===== config.mk =====
export PLATFORM = sky130hd
export DESIGN_NAME = pcie_tx_arbiter_flat
export DESIGN_NICKNAME = d
export VERILOG_FILES = /design/src/rtl/pcie_tx_arbiter_if.sv /design/src/rtl/pcie_tx_arbiter.sv /design/src/flat_wrapper.sv
export SDC_FILE = /design/constraint.sdc
export NUM_CORES = 1
export LEC_CHECK = 0
export CORE_MARGIN = 1
export CORE_UTILIZATION = 42
export CTS_CLUSTER_DIAMETER = 50
export DETAILED_ROUTE_END_ITERATION = 8
export PLACE_DENSITY_LB_ADDON = 0.3
export SKIP_LAST_GASP = 1
export SLEW_MARGIN = 25
export SYNTH_ARGS = -nofsm -noshare
export SYNTH_HDL_FRONTEND = slang
export SYNTH_SLANG_ARGS = --single-unit

===== constraint.sdc =====
create_clock -name clk_125 -period 4.8 [get_ports clk_125]
set_input_delay 0.96 -clock clk_125 [delete_from_list [all_inputs] [get_ports clk_125]]
set_output_delay 0.96 -clock clk_125 [all_outputs]
set_load 0.1 [all_outputs]

===== src/rtl/pcie_tx_arbiter_if.sv =====
// Bundles the TLP source side and the PCIe core VC0 transmit side of the arbiter.
// master: arbiter view. slave: environment view (sources plus core).
interface pcie_tx_arbiter_if #(
    parameter int unsigned N = 3
);
    // Source side
    logic [N-1:0]    req_in;
    logic [2*N-1:0]  cls_in;
    logic [10*N-1:0] len_in;
    logic [N-1:0]    st_in;
    logic [N-1:0]    end_in;
    logic [16*N-1:0] data_in;
    logic [N-1:0]    gnt;

    // Core side
    logic            tx_req;
    logic            tx_rdy;
    logic            tx_st;
    logic            tx_end;
    logic [15:0]     tx_data;
    logic [8:0]      tx_ca_ph;
    logic [8:0]      tx_ca_nph;
    logic [8:0]      tx_ca_cplh;
    logic [12:0]     tx_ca_pd;
    logic [12:0]     tx_ca_npd;
    logic [12:0]     tx_ca_cpld;

    modport master (
        input  req_in, cls_in, len_in, st_in, end_in, data_in,
        input  tx_rdy, tx_ca_ph, tx_ca_nph, tx_ca_cplh, tx_ca_pd, tx_ca_npd, tx_ca_cpld,
        output gnt, tx_req, tx_st, tx_end, tx_data
    );

    modport slave (
        output req_in, cls_in, len_in, st_in, end_in, data_in,
        output tx_rdy, tx_ca_ph, tx_ca_nph, tx_ca_cplh, tx_ca_pd, tx_ca_npd, tx_ca_cpld,
        input  gnt, tx_req, tx_st, tx_end, tx_data
    );
endinterface


===== src/rtl/pcie_tx_arbiter.sv =====
// Round-robin, credit-gated arbiter sharing the PCIe core VC0 transmit port among N TLP
// sources. Arbitrates per whole TLP, runs the tx_req/tx_rdy handshake, then passes the
// owner's stream straight through to the core.
module pcie_tx_arbiter #(
    parameter int unsigned N           = 3,
    parameter int unsigned RDY_TIMEOUT = 1023
) (
    input  logic                     clk_125,
    input  logic                     sys_rst,
    pcie_tx_arbiter_if.master        bus,
    output logic                     busy,
    output logic [7:0]               timeout_cnt
);
    localparam int unsigned IdxW  = (N > 1) ? $clog2(N) : 1;
    localparam int unsigned WaitW = (RDY_TIMEOUT > 1) ? $clog2(RDY_TIMEOUT) : 1;

    typedef enum logic [1:0] {StIdle, StReq, StXfer} state_e;

    state_e            state_q, state_d;
    logic [IdxW-1:0]   owner_q, owner_d;
    logic [IdxW-1:0]   rr_q, rr_d;
    logic [WaitW-1:0]  wait_q, wait_d;
    logic [7:0]        tocnt_q, tocnt_d;

    logic [N-1:0]      elig;
    logic              pick_vld;
    logic [IdxW-1:0]   pick_idx;
    logic [N-1:0]      gnt_vec;

    // Header field: MSB set means infinite, otherwise one header credit is needed.
    function automatic logic hdr_ok(input logic [8:0] avail);
        return avail[8] || (avail != 9'd0);
    endfunction

    // Data field: MSB set means infinite, otherwise unsigned compare against the need.
    function automatic logic data_ok(input logic [12:0] avail, input logic [8:0] need);
        return avail[12] || (avail >= {4'd0, need});
    endfunction

    function automatic logic [IdxW-1:0] next_idx(input logic [IdxW-1:0] idx);
        return (idx == IdxW'(N - 1)) ? '0 : idx + IdxW'(1);
    endfunction

    for (genvar g = 0; g < N; g++) begin : g_src
        logic [1:0]  cls;
        logic [9:0]  len;
        logic [10:0] len_p3;
        logic [8:0]  need_pd;
        logic [8:0]  need_np;
        logic        cred_ok;

        assign cls     = bus.cls_in[2*g +: 2];
        assign len     = bus.len_in[10*g +: 10];
        assign len_p3  = {1'b0, len} + 11'd3;
        assign need_pd = len_p3[10:2];
        assign need_np = {8'd0, |len};

        // Credit sufficiency for this source's class; reserved class is never granted.
        always_comb begin
            cred_ok = 1'b0;
            case (cls)
                2'b00:   cred_ok = hdr_ok(bus.tx_ca_ph)   && data_ok(bus.tx_ca_pd, need_pd);
                2'b01:   cred_ok = hdr_ok(bus.tx_ca_nph)  && data_ok(bus.tx_ca_npd, need_np);
                2'b10:   cred_ok = hdr_ok(bus.tx_ca_cplh) && data_ok(bus.tx_ca_cpld, need_pd);
                default: cred_ok = 1'b0;
            endcase
        end

        assign elig[g] = bus.req_in[g] & cred_ok;
    end

    // First eligible source at or after the rr pointer; scanning from the far end lets
    // the nearest offset win.
    always_comb begin
        pick_vld = 1'b0;
        pick_idx = '0;
        for (int k = int'(N) - 1; k >= 0; k--) begin
            if (elig[IdxW'((int'(rr_q) + k) % int'(N))]) begin
                pick_vld = 1'b1;
                pick_idx = IdxW'((int'(rr_q) + k) % int'(N));
            end
        end
    end

    // Next-state logic: arbitration, core handshake with timeout, end-of-TLP release.
    always_comb begin
        state_d = state_q;
        owner_d = owner_q;
        rr_d    = rr_q;
        wait_d  = wait_q;
        tocnt_d = tocnt_q;
        gnt_vec = '0;
        unique case (state_q)
            StIdle: begin
                wait_d = '0;
                if (pick_vld) begin
                    owner_d = pick_idx;
                    state_d = StReq;
                end
            end
            StReq: begin
                // tx_rdy takes precedence over a coincident timeout
                if (bus.tx_rdy) begin
                    gnt_vec[owner_q] = 1'b1;
                    state_d          = StXfer;
                end else if (wait_q == WaitW'(RDY_TIMEOUT - 1)) begin
                    state_d = StIdle;
                    rr_d    = next_idx(owner_q);
                    if (tocnt_q != 8'hff) begin
                        tocnt_d = tocnt_q + 8'd1;
                    end
                end else begin
                    wait_d = wait_q + WaitW'(1);
                end
            end
            StXfer: begin
                if (bus.end_in[owner_q]) begin
                    rr_d    = next_idx(owner_q);
                    state_d = StIdle;
                end
            end
            default: state_d = StIdle;
        endcase
    end

    // State registers with synchronous reset; a reset mid-TLP simply abandons it.
    always_ff @(posedge clk_125) begin
        if (sys_rst) begin
            state_q <= StIdle;
            owner_q <= '0;
            rr_q    <= '0;
            wait_q  <= '0;
            tocnt_q <= '0;
        end else begin
            state_q <= state_d;
            owner_q <= owner_d;
            rr_q    <= rr_d;
            wait_q  <= wait_d;
            tocnt_q <= tocnt_d;
        end
    end

    // Zero-latency pass-through of the owner's stream while transferring.
    always_comb begin
        bus.tx_st   = 1'b0;
        bus.tx_end  = 1'b0;
        bus.tx_data = '0;
        if (state_q == StXfer) begin
            bus.tx_st   = bus.st_in[owner_q];
            bus.tx_end  = bus.end_in[owner_q];
            bus.tx_data = bus.data_in[{owner_q, 4'b0000} +: 16];
        end
    end

    assign bus.gnt     = gnt_vec;
    assign bus.tx_req  = (state_q == StReq);
    assign busy        = (state_q != StIdle);
    assign timeout_cnt = tocnt_q;
endmodule


===== src/flat_wrapper.sv =====
// flat-port wrapper written by rule: the top's interface ports become plain ports
module pcie_tx_arbiter_flat 
#(
    parameter int unsigned N           = 3,
    parameter int unsigned RDY_TIMEOUT = 1023
)
  (clk_125, sys_rst, busy, timeout_cnt, bus_req_in, bus_cls_in, bus_len_in, bus_st_in, bus_end_in, bus_data_in, bus_tx_rdy, bus_tx_ca_ph, bus_tx_ca_nph, bus_tx_ca_cplh, bus_tx_ca_pd, bus_tx_ca_npd, bus_tx_ca_cpld, bus_gnt, bus_tx_req, bus_tx_st, bus_tx_end, bus_tx_data);
  pcie_tx_arbiter_if #(.N(N)) bus_i ();
  input  logic clk_125;
  input  logic sys_rst;
  output logic busy;
  output logic [7:0] timeout_cnt;
  input wire logic [$bits(bus_i.req_in)-1:0] bus_req_in;
  input wire logic [$bits(bus_i.cls_in)-1:0] bus_cls_in;
  input wire logic [$bits(bus_i.len_in)-1:0] bus_len_in;
  input wire logic [$bits(bus_i.st_in)-1:0] bus_st_in;
  input wire logic [$bits(bus_i.end_in)-1:0] bus_end_in;
  input wire logic [$bits(bus_i.data_in)-1:0] bus_data_in;
  input wire logic [$bits(bus_i.tx_rdy)-1:0] bus_tx_rdy;
  input wire logic [$bits(bus_i.tx_ca_ph)-1:0] bus_tx_ca_ph;
  input wire logic [$bits(bus_i.tx_ca_nph)-1:0] bus_tx_ca_nph;
  input wire logic [$bits(bus_i.tx_ca_cplh)-1:0] bus_tx_ca_cplh;
  input wire logic [$bits(bus_i.tx_ca_pd)-1:0] bus_tx_ca_pd;
  input wire logic [$bits(bus_i.tx_ca_npd)-1:0] bus_tx_ca_npd;
  input wire logic [$bits(bus_i.tx_ca_cpld)-1:0] bus_tx_ca_cpld;
  output wire logic [$bits(bus_i.gnt)-1:0] bus_gnt;
  output wire logic [$bits(bus_i.tx_req)-1:0] bus_tx_req;
  output wire logic [$bits(bus_i.tx_st)-1:0] bus_tx_st;
  output wire logic [$bits(bus_i.tx_end)-1:0] bus_tx_end;
  output wire logic [$bits(bus_i.tx_data)-1:0] bus_tx_data;
  assign bus_i.req_in = bus_req_in;
  assign bus_i.cls_in = bus_cls_in;
  assign bus_i.len_in = bus_len_in;
  assign bus_i.st_in = bus_st_in;
  assign bus_i.end_in = bus_end_in;
  assign bus_i.data_in = bus_data_in;
  assign bus_i.tx_rdy = bus_tx_rdy;
  assign bus_i.tx_ca_ph = bus_tx_ca_ph;
  assign bus_i.tx_ca_nph = bus_tx_ca_nph;
  assign bus_i.tx_ca_cplh = bus_tx_ca_cplh;
  assign bus_i.tx_ca_pd = bus_tx_ca_pd;
  assign bus_i.tx_ca_npd = bus_tx_ca_npd;
  assign bus_i.tx_ca_cpld = bus_tx_ca_cpld;
  assign bus_gnt = bus_i.gnt;
  assign bus_tx_req = bus_i.tx_req;
  assign bus_tx_st = bus_i.tx_st;
  assign bus_tx_end = bus_i.tx_end;
  assign bus_tx_data = bus_i.tx_data;
  pcie_tx_arbiter #(.N(N), .RDY_TIMEOUT(RDY_TIMEOUT)) u_core (.clk_125(clk_125), .sys_rst(sys_rst), .bus(bus_i), .busy(busy), .timeout_cnt(timeout_cnt));
endmodule

==> summary.txt <==
GRT
  – Remaining Overflow, GRT: 0
  – Initial antenna violation count: 0
  – Largest net degree at the start of global routing: 24
  – Number of global-route vias before repair: 4547
  – First-pass GRT wire length: 21100 um
  – All-Layer GR Usage: 0.263

Die
  – Core area: around 8800 um2
  – Io pins: ~190
  – Chip width: 97.5 um
  – Starting Density: 0.437
  – Die span in y: between 90 and 100 um
  – Die area: 9510 um2
  – Row cnt: 34

Clock network
  – Hold_buf cts: 0
  – Clk sinks: 24
  – CTS tree: done
  – Post-CTS sizing: 0
  – CTS Buf Count: 3
  – Largest buffer count on any clock path: 2
  – Clk slew on worst S/H paths: 0.08 ns
  – Latest clock arrival within the worst-skew pair: 0.27 ns
  – H-tree levels: 1
  – Setup Buffers After CTS: 0
  – Root Buffer: clkbuf_8

Route
  – DR iter-0 viols: 263
  – TritonRoute pass-1 iters: 4
  – WL final: 12800 um
  – Residual DRC: 0
  – DR vias/cell: between 5 and 6
  – Antenna-violating nets left: 0
  – Drt wl/cell: 15.8 um
  – Vias: 4567

Critical path
  – Crit end category: register
  – Cell mode on critical path: a21oi_1
  – RR Startpoint: u_core.wait_q[4]$_SDFFE_PP0P_
  – Setup CP Type: in -> reg
  – Critical path, cell by cell: clkdlybuf4s50_1 > nor2_1 > nor2_1 > xnor2_1 > ha_1 > a21oi_1 > a21oi_1 > a2111oi_2 > a21oi_1 > a2111o_1 > a221o_1 > nand2_2 > o211ai_1 > o311a_1
  – Delay of the slowest critical-path stage: 0.46 ns
  – Crit path from: bus_len_in[21]
  – Worst Setup EP: u_core.state_q[0]$_SDFFE_PP0P_
  – Worst Reg2Reg Path Length in Cells: 9
  – CP max stage cell: clkdlybuf4s50_1
  – CP required: 4.95 ns
  – RR Endpoint: u_core.timeout_cnt[5]$_SDFFE_PP0P_
  – Data arrival, critical path: 4.58 ns
  – Minimum setup slack among reg-to-reg paths: ~2.2 ns
  – Startpoint types: input pin
  – Crit Path Max Fanout: 5

STA
  – Fin Setup TNS: 0 ns
  – Unrepaired setup endpoints after global routing: no
  – FMAX: 226 MHz
  – Setup violations, final: 0
  – Final hold viol count: 0
  – Worst-Margin Slew: 0.996 ns
  – Fin Hold WS: 0.493 ns
  – Pins over their slew limit: 0
  – Tmin final: 4.43 ns
  – Setup Skew: between 0.007 and 0.008 ns
  – Final Cycle Share: 0.922
  – Worst slew margin: 0.334

Yosys
  – Main synth FF type: dfxtp_1
  – Seq/Total Area, Yosys: 0.125
  – Synthesized net count: 733
  – Area of the mapped netlist: 3830 um2
  – Synth Instances: 520
  – Post-synth EDFFs: 0
  – Library cells used by synthesis: between 60 and 70
  – Largest area contributor in the netlist: ha_1
  – Asr flop ratio synth: 0
  – Post-synth top area share: 0.166
  – #FFs+latches synth: 24
  – Yosys warning count: 0
  – Area contributors post-synth: ha_1 17%, dfxtp_1 13%, nor2_1 7.4%
  – Avg Cell Area, Syn: 7.37 um2

Run
  – Max-cap violations: 0

Placement
  – # port buffers: 192
  – GPL Wtd Cong: roughly 0.93
  – Dpl hpwl: about 11000 um

Outcome
  – Outcome: completed

Layout
  – Layout fillers: 758
  – Antenna Diode Count: 0
  – Area Overhead vs Synth: 53.0%
  – Share of post-route cells with drive strength above 1: 0.0556
  – Final #Nets: 916
  – Most frequent cells in the layout: 171 x clkdlybuf4s50_1, 76 x nor2_1, 51 x ha_1
  – Most common cell after layout, fill and taps aside: clkdlybuf4s50_1

Min path
  – Worst Hold Class: reg -> reg

Pwr
  – Pwr Density: 158 nW/um2
  – Leak: ~2.3 nW
  – Max IR drop VDD: 137 uV
cell type report:
type                            instances  area, um2  area share
Inverter                               20       75.1      0.0128
Clock buffer                            3       41.3     0.00704
Sequential cell                        24        480      0.0819
Multi-Input combinational cell        459       3210       0.548
Tap cell                              108        135      0.0230
Clock inverter                          1       30.0     0.00512
Timing Repair Buffer                  195       1890       0.323
critical path, delay by kind of cell:
kind | cells | cell delay [ns]
XOR/XNOR | 1 | 0.34
AO/OA/AOI/OAI | 8 | 2.03
AND/OR/NAND/NOR | 3 | 0.45
buffers and inverters | 1 | 0.46
adder cells (fa/ha/maj) | 1 | 0.34
stage by stage:
stage	instance area (um2)	util	worst slack [ns]	cells	total power [mW]
after floorplan	3830	-	0.290	520	0.521
after global placement	5790	0.661	0.342	806	0.732
after detailed placement	5790	0.661	0.232	806	0.746
after CTS	5870	0.669	0.443	810	0.924
after global routing	5870	0.669	0.220	810	0.986
final	5870	0.669	0.374	810	0.927
cell families (layout without fill, tap and decap cells):
group / after synthesis / after routing / share of synthesized area
buffers and inverters: 37 / 219 / 0.0369
DFF: 24 / 24 / 0.125
xor gates and xnor gates: 44 / 44 / 0.110
AOI/OAI and AO/OA: 118 / 118 / 0.212
and+or+nand+nor: 223 / 223 / 0.289
adders and majority gates: 53 / 53 / 0.172
muxes: 21 / 21 / 0.0548
synthesized netlist by cell type (3+ instances only):
cell type and instances:
xor2_1 25, nand2b_1 9, xnor2_1 16, nor2b_1 9
o221ai_1 3, or2_2 4, and2_1 7, or3_1 9
ha_1 51, o21ai_0 21, o211ai_1 6, a31oi_1 3
nand4_1 13, o311ai_0 4, nand3_1 21, dfxtp_1 24
and3_1 8, o21a_1 5, nand3b_1 3, nand2_1 34
a21boi_0 3, o2111ai_1 4, or4_1 3, a21oi_1 36
nor2_1 76, nor4_1 14, mux2i_1 21, nor3_1 6
inv_1 20, clkbuf_1 13, a211oi_1 4, a221oi_1 3
how the worst min path moves through the flow:
stage | start | end | slack, ns | cells after the start
finish | u_core.wait_q[6]$_SDFFE_PP0P_ | u_core.wait_q[6]$_SDFFE_PP0P_ | 0.49 | 2
CTS | u_core.wait_q[6]$_SDFFE_PP0P_ | u_core.wait_q[6]$_SDFFE_PP0P_ | 0.50 | 2
detailed placement | u_core.wait_q[6]$_SDFFE_PP0P_ | u_core.wait_q[6]$_SDFFE_PP0P_ | 0.49 | 2
floorplan | u_core.wait_q[6]$_SDFFE_PP0P_ | u_core.wait_q[6]$_SDFFE_PP0P_ | 0.45 | 2
global placement | u_core.wait_q[8]$_SDFFE_PP0P_ | u_core.wait_q[8]$_SDFFE_PP0P_ | 0.46 | 2
global route | u_core.wait_q[6]$_SDFFE_PP0P_ | u_core.wait_q[6]$_SDFFE_PP0P_ | 0.53 | 2
power by group:
part | switching (mW) | total, mW | internal [mW] | leakage [nW]
registers | 0.00993 | 0.214 | 0.204 | 0.194
clock network | 0.0675 | 0.179 | 0.112 | 0.0357
logic | 0.280 | 0.534 | 0.254 | 2.07
per-layer routing:
metal / up-vias / wire (um) / track usage
met1: 2116 / 5570 / 0.327
li1: 2290 / - / -
met4: 0 / 215 / 0.0633
met2: 141 / 6380 / 0.478
met5: - / 0 / 0
met3: 20 / 630 / 0.0317
state kept, by name, indices dropped and copies added (netlist names):
name	cells
u_core.wait_q	10
u_core.timeout_cnt	8
u_core.owner_q	2
u_core.rr_q	2
u_core.state_q	2
No activity file was read; power rests on OpenSTA's default activity.
